[src/rtl/reservation_station_pkg.sv]
// Shared types and widths for the reservation station: entry layout and tag match helper.
package rs_pkg;
  localparam int TAG_W  = 4;
  localparam int DATA_W = 32;
  localparam int OP_W   = 6;

  localparam logic [TAG_W-1:0] TAG_NONE = '0;

  typedef struct packed {
    logic              valid;
    logic [OP_W-1:0]   op;
    logic [TAG_W-1:0]  tag1;
    logic [DATA_W-1:0] val1;
    logic [TAG_W-1:0]  tag2;
    logic [DATA_W-1:0] val2;
    logic [TAG_W-1:0]  target;
  } rs_entry_t;

  // A broadcast of tag 0 carries no producer and must never wake anything.
  function automatic logic tag_hit(logic cv, logic [TAG_W-1:0] ct, logic [TAG_W-1:0] t);
    return cv && (ct != TAG_NONE) && (ct == t);
  endfunction
endpackage

[src/rtl/reservation_station_if.sv]
// Dispatch, writeback broadcast and issue signals between ID/CDB/EU (master) and the station (slave).
interface reservation_station_if;
  import rs_pkg::*;
  logic              in_valid;
  logic [OP_W-1:0]   in_op;
  logic [TAG_W-1:0]  in_tag1, in_tag2;
  logic [DATA_W-1:0] in_val1, in_val2;
  logic [TAG_W-1:0]  in_target;
  logic              full;
  logic              cdb_valid;
  logic [TAG_W-1:0]  cdb_tag;
  logic [DATA_W-1:0] cdb_data;
  logic              issue_valid;
  logic              issue_ready;
  logic [OP_W-1:0]   issue_op;
  logic [DATA_W-1:0] issue_a, issue_b;
  logic [TAG_W-1:0]  issue_target;

  modport master (
    output in_valid, in_op, in_tag1, in_tag2, in_val1, in_val2, in_target,
    output cdb_valid, cdb_tag, cdb_data, issue_ready,
    input  full, issue_valid, issue_op, issue_a, issue_b, issue_target
  );

  modport slave (
    input  in_valid, in_op, in_tag1, in_tag2, in_val1, in_val2, in_target,
    input  cdb_valid, cdb_tag, cdb_data, issue_ready,
    output full, issue_valid, issue_op, issue_a, issue_b, issue_target
  );
endinterface

[src/rtl/reservation_station_oldest_select.sv]
// Oldest-ready picker: grants the ready entry that no other ready entry is older than.
module rs_oldest_select #(
  parameter int N = 4
) (
  input  logic [N-1:0]        ready_i,
  input  logic [N-1:0][N-1:0] older_i,
  output logic [N-1:0]        grant_o,
  output logic                any_ready_o
);
  // older_i[j][i]=1 means entry j was dispatched before entry i.
  always_comb begin
    grant_o = '0;
    for (int i = 0; i < N; i++) begin
      grant_o[i] = ready_i[i];
      for (int j = 0; j < N; j++)
        if (j != i && ready_i[j] && older_i[j][i]) grant_o[i] = 1'b0;
    end
  end

  assign any_ready_o = |ready_i;
endmodule

[src/rtl/reservation_station.sv]
// Reservation station: holds dispatched ops until operands arrive on the CDB, issues oldest ready first.
module reservation_station #(
  parameter int ENTRY_NUM = 4,
  parameter int TAG_W     = rs_pkg::TAG_W,
  parameter int DATA_W    = rs_pkg::DATA_W,
  parameter int OP_W      = rs_pkg::OP_W
) (
  input  logic                  clk,
  input  logic                  rst,
  input  logic                  flush,
  reservation_station_if.slave  bus
);
  import rs_pkg::*;

  localparam int IDX_W = $clog2(ENTRY_NUM);

  rs_entry_t [ENTRY_NUM-1:0]            ent_q, ent_d;
  logic [ENTRY_NUM-1:0][ENTRY_NUM-1:0]  age_q, age_d;
  logic [ENTRY_NUM-1:0]                 vld, rdy, gnt;
  logic                                 any_rdy, full, do_issue, do_disp, found;
  logic [IDX_W-1:0]                     free_idx;
  rs_entry_t                            sel, new_ent;
  logic [TAG_W-1:0]                     cdb_tag_w;
  logic [DATA_W-1:0]                    cdb_data_w;
  logic [OP_W-1:0]                      in_op_w;

  assign cdb_tag_w  = bus.cdb_tag;
  assign cdb_data_w = bus.cdb_data;
  assign in_op_w    = bus.in_op;

  always_comb begin
    vld = '0;
    rdy = '0;
    for (int i = 0; i < ENTRY_NUM; i++) begin
      vld[i] = ent_q[i].valid;
      rdy[i] = ent_q[i].valid && ent_q[i].tag1 == TAG_NONE && ent_q[i].tag2 == TAG_NONE;
    end
  end

  assign full = &vld;

  rs_oldest_select #(.N(ENTRY_NUM)) u_sel (
    .ready_i     (rdy),
    .older_i     (age_q),
    .grant_o     (gnt),
    .any_ready_o (any_rdy)
  );

  // One-hot OR mux; yields all zeros when nothing is granted.
  always_comb begin
    sel = '0;
    for (int i = 0; i < ENTRY_NUM; i++)
      if (gnt[i]) sel = sel | ent_q[i];
  end

  assign bus.full         = full;
  assign bus.issue_valid  = any_rdy;
  assign bus.issue_op     = sel.op;
  assign bus.issue_a      = sel.val1;
  assign bus.issue_b      = sel.val2;
  assign bus.issue_target = sel.target;

  always_comb begin
    new_ent        = '0;
    new_ent.valid  = 1'b1;
    new_ent.op     = in_op_w;
    new_ent.tag1   = bus.in_tag1;
    new_ent.val1   = bus.in_val1;
    new_ent.tag2   = bus.in_tag2;
    new_ent.val2   = bus.in_val2;
    new_ent.target = bus.in_target;
    if (tag_hit(bus.cdb_valid, cdb_tag_w, bus.in_tag1)) begin
      new_ent.tag1 = TAG_NONE;
      new_ent.val1 = cdb_data_w;
    end
    if (tag_hit(bus.cdb_valid, cdb_tag_w, bus.in_tag2)) begin
      new_ent.tag2 = TAG_NONE;
      new_ent.val2 = cdb_data_w;
    end
  end

  always_comb begin
    ent_d    = ent_q;
    age_d    = age_q;
    do_issue = any_rdy && bus.issue_ready;
    do_disp  = bus.in_valid && !full;
    free_idx = '0;
    found    = 1'b0;
    for (int i = 0; i < ENTRY_NUM; i++)
      if (!vld[i] && !found) begin
        free_idx = IDX_W'(i);
        found    = 1'b1;
      end
    for (int i = 0; i < ENTRY_NUM; i++) begin
      if (tag_hit(bus.cdb_valid, cdb_tag_w, ent_q[i].tag1)) begin
        ent_d[i].tag1 = TAG_NONE;
        ent_d[i].val1 = cdb_data_w;
      end
      if (tag_hit(bus.cdb_valid, cdb_tag_w, ent_q[i].tag2)) begin
        ent_d[i].tag2 = TAG_NONE;
        ent_d[i].val2 = cdb_data_w;
      end
    end
    if (do_issue)
      for (int i = 0; i < ENTRY_NUM; i++)
        if (gnt[i]) begin
          ent_d[i].valid = 1'b0;
          age_d[i]       = '0;
          for (int j = 0; j < ENTRY_NUM; j++) age_d[j][i] = 1'b0;
        end
    // The free slot was invalid at cycle start, so it is never the one issuing.
    if (do_disp) begin
      ent_d[free_idx] = new_ent;
      age_d[free_idx] = '0;
      for (int j = 0; j < ENTRY_NUM; j++)
        age_d[j][free_idx] = vld[j] && !(do_issue && gnt[j]);
    end
  end

  always_ff @(posedge clk) begin
    if (rst || flush) begin
      ent_q <= '0;
      age_q <= '0;
    end else begin
      ent_q <= ent_d;
      age_q <= age_d;
    end
  end
endmodule

[src/flat_wrapper.sv]
// flat-port wrapper written by rule: the top's interface ports become plain ports
module reservation_station_flat import rs_pkg::*;
#(
  parameter int ENTRY_NUM = 4,
  parameter int TAG_W     = rs_pkg::TAG_W,
  parameter int DATA_W    = rs_pkg::DATA_W,
  parameter int OP_W      = rs_pkg::OP_W
)
  (clk, rst, flush, bus_in_valid, bus_in_op, bus_in_tag1, bus_in_tag2, bus_in_val1, bus_in_val2, bus_in_target, bus_cdb_valid, bus_cdb_tag, bus_cdb_data, bus_issue_ready, bus_full, bus_issue_valid, bus_issue_op, bus_issue_a, bus_issue_b, bus_issue_target);
  reservation_station_if bus_i ();
  input  logic clk;
  input  logic rst;
  input  logic flush;
  input wire logic [$bits(bus_i.in_valid)-1:0] bus_in_valid;
  input wire logic [$bits(bus_i.in_op)-1:0] bus_in_op;
  input wire logic [$bits(bus_i.in_tag1)-1:0] bus_in_tag1;
  input wire logic [$bits(bus_i.in_tag2)-1:0] bus_in_tag2;
  input wire logic [$bits(bus_i.in_val1)-1:0] bus_in_val1;
  input wire logic [$bits(bus_i.in_val2)-1:0] bus_in_val2;
  input wire logic [$bits(bus_i.in_target)-1:0] bus_in_target;
  input wire logic [$bits(bus_i.cdb_valid)-1:0] bus_cdb_valid;
  input wire logic [$bits(bus_i.cdb_tag)-1:0] bus_cdb_tag;
  input wire logic [$bits(bus_i.cdb_data)-1:0] bus_cdb_data;
  input wire logic [$bits(bus_i.issue_ready)-1:0] bus_issue_ready;
  output wire logic [$bits(bus_i.full)-1:0] bus_full;
  output wire logic [$bits(bus_i.issue_valid)-1:0] bus_issue_valid;
  output wire logic [$bits(bus_i.issue_op)-1:0] bus_issue_op;
  output wire logic [$bits(bus_i.issue_a)-1:0] bus_issue_a;
  output wire logic [$bits(bus_i.issue_b)-1:0] bus_issue_b;
  output wire logic [$bits(bus_i.issue_target)-1:0] bus_issue_target;
  assign bus_i.in_valid = bus_in_valid;
  assign bus_i.in_op = bus_in_op;
  assign bus_i.in_tag1 = bus_in_tag1;
  assign bus_i.in_tag2 = bus_in_tag2;
  assign bus_i.in_val1 = bus_in_val1;
  assign bus_i.in_val2 = bus_in_val2;
  assign bus_i.in_target = bus_in_target;
  assign bus_i.cdb_valid = bus_cdb_valid;
  assign bus_i.cdb_tag = bus_cdb_tag;
  assign bus_i.cdb_data = bus_cdb_data;
  assign bus_i.issue_ready = bus_issue_ready;
  assign bus_full = bus_i.full;
  assign bus_issue_valid = bus_i.issue_valid;
  assign bus_issue_op = bus_i.issue_op;
  assign bus_issue_a = bus_i.issue_a;
  assign bus_issue_b = bus_i.issue_b;
  assign bus_issue_target = bus_i.issue_target;
  reservation_station #(.ENTRY_NUM(ENTRY_NUM), .TAG_W(TAG_W), .DATA_W(DATA_W), .OP_W(OP_W)) u_core (.clk(clk), .rst(rst), .flush(flush), .bus(bus_i));
endmodule
[config.mk]
export PLATFORM = sky130hd
export DESIGN_NAME = reservation_station_flat
export DESIGN_NICKNAME = d
export VERILOG_FILES = /design/src/rtl/reservation_station_pkg.sv /design/src/rtl/reservation_station_if.sv /design/src/rtl/reservation_station_oldest_select.sv /design/src/rtl/reservation_station.sv /design/src/flat_wrapper.sv
export SDC_FILE = /design/constraint.sdc
export NUM_CORES = 1
export LEC_CHECK = 0
export ABC_AREA = 1
export CAP_MARGIN = 25
export CORE_ASPECT_RATIO = 1.25
export CORE_MARGIN = 4
export CORE_UTILIZATION = 52
export CTS_CLUSTER_SIZE = 25
export DETAILED_ROUTE_END_ITERATION = 16
export DONT_BUFFER_PORTS = 1
export HOLD_SLACK_MARGIN = 0.15
export PLACE_DENSITY = 0.73
export SYNTH_ARGS = -nofsm -noshare
export SYNTH_HDL_FRONTEND = slang
export SYNTH_SLANG_ARGS = --single-unit
[constraint.sdc]
create_clock -name clk -period 2.1 [get_ports clk]
set_input_delay 0.315 -clock clk [delete_from_list [all_inputs] [get_ports clk]]
set_output_delay 0.315 -clock clk [all_outputs]
set_load 0.03 [all_outputs]
==> out/qor.csv, run 1 <==
stage,metric,value,unit
die,initial_utilization,0.525,
global_routing,grt_util_met2,0.548,
synthesis,synth-main-ff-cell,dfxtp_1,
routing,vias,19732,
global_routing,globalRouteTotalUtil,0.335,
routing,drtPass1Iterations,6,
synthesis,avgSynthCellArea,6.82,µm²
place,place_hpwl,40400,µm
finish,final_area,0.0226,mm²
sta,worst_pin_slew,0.655,ns
die,die_w,172,µm
min_path,hold-path-cell-count,4,
setup_path,path_max_fanout,10,
min_path,hold_class,primary input to flip-flop,
cts,clkLatencyLatePin,0.53,ns
place,placed_cell_area,0.0199,mm²
run_status,outcome,"complete, but fails checks",
synthesis,ys_seq_area_frac,0.392,
cts,numCtsBuffers,37,
die,die_h,214,µm
place,gp_congestion,0.984,
routing,wirelength,66300,µm
routing,drtIter0Drc,2663,
synthesis,synth_edf_count,0,
cts,htreeDepth,2,
synthesis,syn_inst,2577,
sta,fin_crit,2.76,ns
routing,viasPerCell,6.27,
setup_path,cp.required,1.78,ns
synthesis,ys_top_cells_by_count,"nand2_1, o21ai_0, a21oi_1",
place,port_buffers,0,
finish,area_growth,28.8,%
global_routing,grt_use_met1,0.409,
power,irDropWorstVdd,627,µV
die,die-area,0.0368,mm²
sta,relSlewSlack,0.564,
routing,wire_per_inst,21.0,µm
global_routing,grt_pass1_wl,99500,µm
power,power_density,643,mW/mm²
cts,cts-root-buf,clkbuf_16,
sta,finalCritPeriodShare,1.31,
die,rows,75,
synthesis,synth_seq_cells,344,
routing,drt.antenna.violating_nets,0,
synthesis,netlist_area,0.0176,mm²
run_status,violations,setup timing,
synthesis,synth_most_common_cell,nand2_1,
setup_path,path_class,flip-flop to output port,
synthesis,synth_top_area_cell,dfxtp_1,
global_routing,antenna_found_initial,2,
synthesis,synth_nets,2701,
finish,nets,2828,
synthesis,async_flop_share,0,
synthesis,yosys.area.top_type_share,0.392,
global_routing,grt_overflow,0,
sta,max_freq,362,MHz
power,leakage,8.77,nW
cts,cts.sinks,344,
setup_path,worst_path_max_delay_cell,dfxtp_2,
sta,final_max_slew_viol_count,0,
sta,hold_viol_final,0,
synthesis,synth_cell_types,30,
global_routing,grt_max_degree,163,
cts,cts_tree,yes,
cts,clk_pin_slew_worst_paths,0.06,ns
setup_path,worst_r2r_path_depth,12,
sta,rsz0062_at_grt,true,
global_routing,top_usage_layer,met2,
sta,setup_ws,-0.659,ns
setup_path,crit_path_start_kind,flip-flop,
flow_run,drv_cap,0,
sta,setup_viol,74,
sta,clock_skew,0.0186,ns
global_routing,grt_pass1_vias,18244,
die,core_area,0.0335,mm²
synthesis,yosysWarnings,0,
finish,drive_above_1_share,0.164,
setup_path,cp_slowest_stage_delay,0.33,ns
setup_path,cp.arrival,2.44,ns
setup_path,path_cells,"nor2_2, nand2_2, nor2_2, buf_6, nand2_4, nand2_4, nor2_4, buf_12, buf_16, nand2_1, nand4_1, buf_12",
setup_path,worstSetupEndpointType,output port,
routing,drc,0,
cts,cts_buffer_depth,3,
place,preCtsSetupSlack,-0.0397,ns
global_routing,use_met3,0.0542,
synthesis,synth_area_leaders,"dfxtp_1, nand2_1, o21ai_0",
die,pin_count,200,
## critical path, delay by kind of cell, from the launching register on
kind	cells	cell delay [ns]
flops	1	0.33
buf+inv	4	0.68
simple gates	8	0.89
## metrics by stage
step / power (mW) / cells / hold slack [ns] / util / setup TNS [ns]
floorplan: 7.71 / 2577 / 0.445 / - / 0
CTS: 14.5 / 3127 / 0.151 / 0.659 / -37.89
finish: 14.6 / 3149 / 0.141 / 0.676 / -43.94
detailed placement: 8.17 / 2991 / 0.459 / 0.595 / -0.0705
global route: 15.0 / 3148 / 0.163 / 0.676 / -48.07
global placement: 8.14 / 2991 / 0.452 / 0.595 / -0.212
## final timing paths
| path | from | end | slack [ns] |
|---|---|---|---|
| setup / recovery | u_core.ent_q[287]$_SDFF_PP0_ | bus_issue_a[7] | -0.66 |
| hold / removal | bus_in_val2[17] | u_core.ent_q[104]$_SDFF_PP0_ | 0.14 |
| setup reg to reg | u_core.ent_q[156]$_SDFF_PP0_ | u_core.ent_q[124]$_SDFF_PP0_ | 0.09 |
| hold reg to reg | flip-flop | flip-flop | 0.47 |
## placed cells by master (no fill, tap or decap), types with 26 or more instances in the layout
cell / count
buf_6: 26
dlygate4sd3_1: 66
nand2_2: 54
nand4_1: 89
dfxtp_1: 327
o21ai_1: 171
o21ai_0: 372
clkbuf_16: 44
nand3_1: 56
nand2_1: 522
nor2_1: 168
a211oi_1: 37
buf_12: 106
buf_4: 90
a21oi_1: 348
inv_1: 72
## power by group
part | total [mW] | switching [mW] | internal (mW)
Combinational | 1.56 | 1.00 | 0.561
Sequential | 6.72 | 0.0789 | 6.65
Clock | 6.26 | 2.69 | 3.57
Total | 14.6 | 3.77 | 10.8
## timing repair
action | 4_1_cts | 5_1_grt
pin swaps | 54 | 61
cloned | 4 | 7
gates resized for setup | 67 | 114
hold endpoints to repair | 249 | 0
hold buffers | 66 | 0
setup endpoints to repair | 75 | 151
setup buffers | 8 | 14
## final cells by class
type / count / area, µm²
Fill cell: 2694 / 10900
Clock buffer: 46 / 990
Clock inverter: 12 / 124
Inverter: 77 / 294
Tap cell: 423 / 529
Antenna cell: 3 / 7.51
Multi-Input combinational cell: 1942 / 9720
Sequential cell: 344 / 6910
Timing Repair Buffer: 302 / 4070
## layer usage
layer	share of wire	vias to the layer above
met5	0	-
li1	-	9030
met2	0.47	1253
met3	0.096	286
met4	0.076	0
met1	0.36	9163
## logic make-up (layout without fill, tap and decap cells)
| family | count (synthesis) | after routing | synth area share |
|---|---|---|---|
| AO/OA/AOI/OAI | 950 | 950 | 0.280 |
| XOR/XNOR | 40 | 40 | 0.0199 |
| buffers and inverters | 291 | 437 | 0.0782 |
| flip-flops | 344 | 344 | 0.392 |
| other | 0 | 3 | 0 |
| AND/OR/NAND/NOR | 952 | 952 | 0.230 |
No activity file was read; power rests on OpenSTA's default activity.
==> inputs of run 2 (changes only) <==
--- a/config.mk
+++ b/config.mk
@@ -15,6 +15,7 @@
 export DONT_BUFFER_PORTS = 1
 export HOLD_SLACK_MARGIN = 0.15
 export PLACE_DENSITY = 0.73
+export SETUP_SLACK_MARGIN = 0.02
 export SYNTH_ARGS = -nofsm -noshare
 export SYNTH_HDL_FRONTEND = slang
 export SYNTH_SLANG_ARGS = --single-unit
==> run 2 against run 1 <==
Final cell count hardly changed. Non-clock buffer count increased by 1. Utilization is essentially flat. Die area did not move. The flow still finishes with violations (setup timing). Critical path depth rose by 1. Clock-buffer cell count did not move. Maximum frequency increased by 0.25%. Combinational power about the same. Routed wire length is essentially flat. Global-route usage unchanged. First-iteration DRC count is 2.3% lower. Register-to-register slack improved by 0.02 ns.
==> out/qor.csv, run 2 (same netlist as run 1, synthesis figures left out) <==
stage,metric,value,unit,change
setup_path,path_buf_inv,5,,+1
die,initial_utilization,0.525,,unchanged
setup_path,worstSetupEndpointType,output port,,
power,pwr-share-comb,0.108,,about the same
routing,vias,19791,,+0.30%
sta,fin_crit,2.75,ns,-0.00680 ns
setup_path,cp.required,1.78,ns,about the same
die,rows,75,,unchanged
routing,drc,0,,unchanged
global_routing,antenna_found_initial,2,,unchanged
cts,cts.sinks,344,,unchanged
power,leakage,8.78,nW,about the same
power,switching_share,0.259,,-0.000397
cts,clk_pin_slew_worst_paths,0.06,ns,about the same
die,die-area,0.0368,mm²,unchanged
sta,final_max_slew_viol_count,0,,unchanged
sta,setup_viol,74,,unchanged
place,port_buffers,0,,unchanged
finish,drive_above_1_share,0.165,,+0.000674
setup_path,crit_path_start_kind,flip-flop,,
die,die_h,214,µm,unchanged
setup_path,worst_path_max_delay_cell,dfxtp_1,,
power,p_seq_frac,0.462,,about the same
sta,clock_skew,0.0208,ns,+0.00221 ns
power,p_total,14.5,mW,about the same
finish,nFillCells,2695,,+0.037%
setup_path,path_max_fanout,8,,-2
routing,drt.antenna.violating_nets,0,,unchanged
cts,cts_tree,yes,,
sta,finalCritPeriodShare,1.31,,-0.00324
setup_path,path_class,flip-flop to output port,,
routing,wirelength,66300,µm,about the same
sta,tns,-43.65,ns,+0.291 ns
power,switchingPower,3.76,mW,-0.20%
cts,cts-root-buf,clkbuf_16,,
global_routing,grt_overflow,0,,unchanged
routing,drtPass1Iterations,6,,unchanged
power,p_int,10.8,mW,about the same
run_status,outcome,"complete, but fails checks",,
routing,wire_per_inst,21.0,µm,about the same
sta,rsz0062_at_grt,true,,
sta,max_freq,363,MHz,+0.25%
place,place_hpwl,40400,µm,unchanged
die,pin_count,200,,unchanged
power,power_frac_clock,0.430,,about the same
run_status,violations,setup timing,,
place,gp_congestion,0.984,,unchanged
global_routing,globalRouteTotalUtil,0.335,,unchanged
setup_path,crit_family,buffers and inverters,,
finish,utilization,0.676,,about the same
routing,viasPerCell,6.28,,+0.27%
cts,cts_buffer_depth,3,,unchanged
min_path,hold_class,primary input to flip-flop,,
setup_path,cp_slowest_stage_delay,0.36,ns,+0.03 ns
die,die_w,172,µm,unchanged
flow_run,drv_cap,0,,unchanged
setup_path,path_cells,"nor2_2, nand3_1, nor2_2, buf_6, buf_6, nand2_4, nand2_4, nor2_4, buf_12, clkbuf_16, nand2_2, nand4_1, buf_12",,
cts,clkLatencyLatePin,0.53,ns,about the same
die,core_area,0.0335,mm²,unchanged
setup_path,cp.arrival,2.44,ns,about the same
power,irDropWorstVdd,628,µV,+0.13%
finish,area_growth,28.9,%,about the same
cts,numCtsBuffers,37,,unchanged
sta,worst_pin_slew,0.704,ns,+0.0497 ns
finish,final_common_cell,nand2_1,,
global_routing,grt_pass1_vias,18244,,unchanged
sta,whs,0.143,ns,+0.00234 ns
sta,hold_viol_final,0,,unchanged
finish,nets,2829,,+0.035%
sta,setup_ws,-0.652,ns,+0.00680 ns
global_routing,grt_max_degree,163,,unchanged
sta,relSlewSlack,0.531,,-0.0331
global_routing,grt_pass1_wl,99500,µm,unchanged
routing,drtIter0Drc,2602,,-2.3%
cts,htreeDepth,2,,unchanged
power,power_density,642,mW/mm²,about the same
finish,layout_common_cells,"nand2_1, o21ai_0, a21oi_1",,
-- run 2: what timing repair did --
item                                    in CTS  in global routing
endpoints found under the setup margin      79                170
hold buffers                                66                  0
endpoints found under the hold margin      249                  0
resized for setup                           68                115
cloned                                       4                  7
buffers inserted                             8                 15
pin swaps                                   54                 61
-- run 2: cell type report --
class / count / area [µm²] / area share
sequential: 344 / 6910 / 0.305
antenna: 3 / 7.51 / 0.000331
tap: 423 / 529 / 0.0234
multi-input combinational: 1942 / 9720 / 0.429
timing repair buffer: 303 / 4080 / 0.180
clock inverter: 12 / 124 / 0.00547
clock buffer: 46 / 990 / 0.0437
inverter: 77 / 294 / 0.0130
-- run 2: worst paths after layout --
path	startpoint	to	slack [ns]	cells past startpoint
max	u_core.ent_q[324]$_SDFF_PP0_	bus_issue_a[18]	-0.65	13
min	bus_in_val2[17]	u_core.ent_q[104]$_SDFF_PP0_	0.14	4
max reg2reg	u_core.ent_q[156]$_SDFF_PP0_	u_core.ent_q[125]$_SDFF_PP0_	0.11	12
min reg2reg	flip-flop	flip-flop	0.47	2
-- run 2: through the flow --
step	cells	setup slack (ns)	area, µm²
finish	3150	-0.652	22600
global route	3149	-0.714	22600
CTS	3127	-0.575	22100
detailed placement	2991	-0.0397	19900
global placement	2991	-0.0469	19900
floorplan	2577	0.131	17600
-- run 2: power groups by stage --
stage	registers (mW)	clock network [mW]	logic [mW]
global placement	6.85	0	1.29
CTS	6.71	6.29	1.46
floorplan	6.84	0	0.872
global route	6.73	6.59	1.67
detailed placement	6.85	0	1.32
finish	6.72	6.26	1.56
-- run 2: worst reg2reg max path, delay by kind of cell (launching register included) --
kind	cells	cell delay, ns
XOR/XNOR	1	0.14
AND/OR/NAND/NOR	4	0.49
AO/OA/AOI/OAI	3	0.31
buffers and inverters	4	0.59
flip-flops	1	0.32
-- run 2: per-layer routing --
layer	vias up	GRT usage	routed length [µm]
met3	290	0.0542	6350
met1	9209	0.409	23900
li1	9040	-	-
met2	1252	0.548	31000
met5	-	0	0
met4	0	0.217	5040
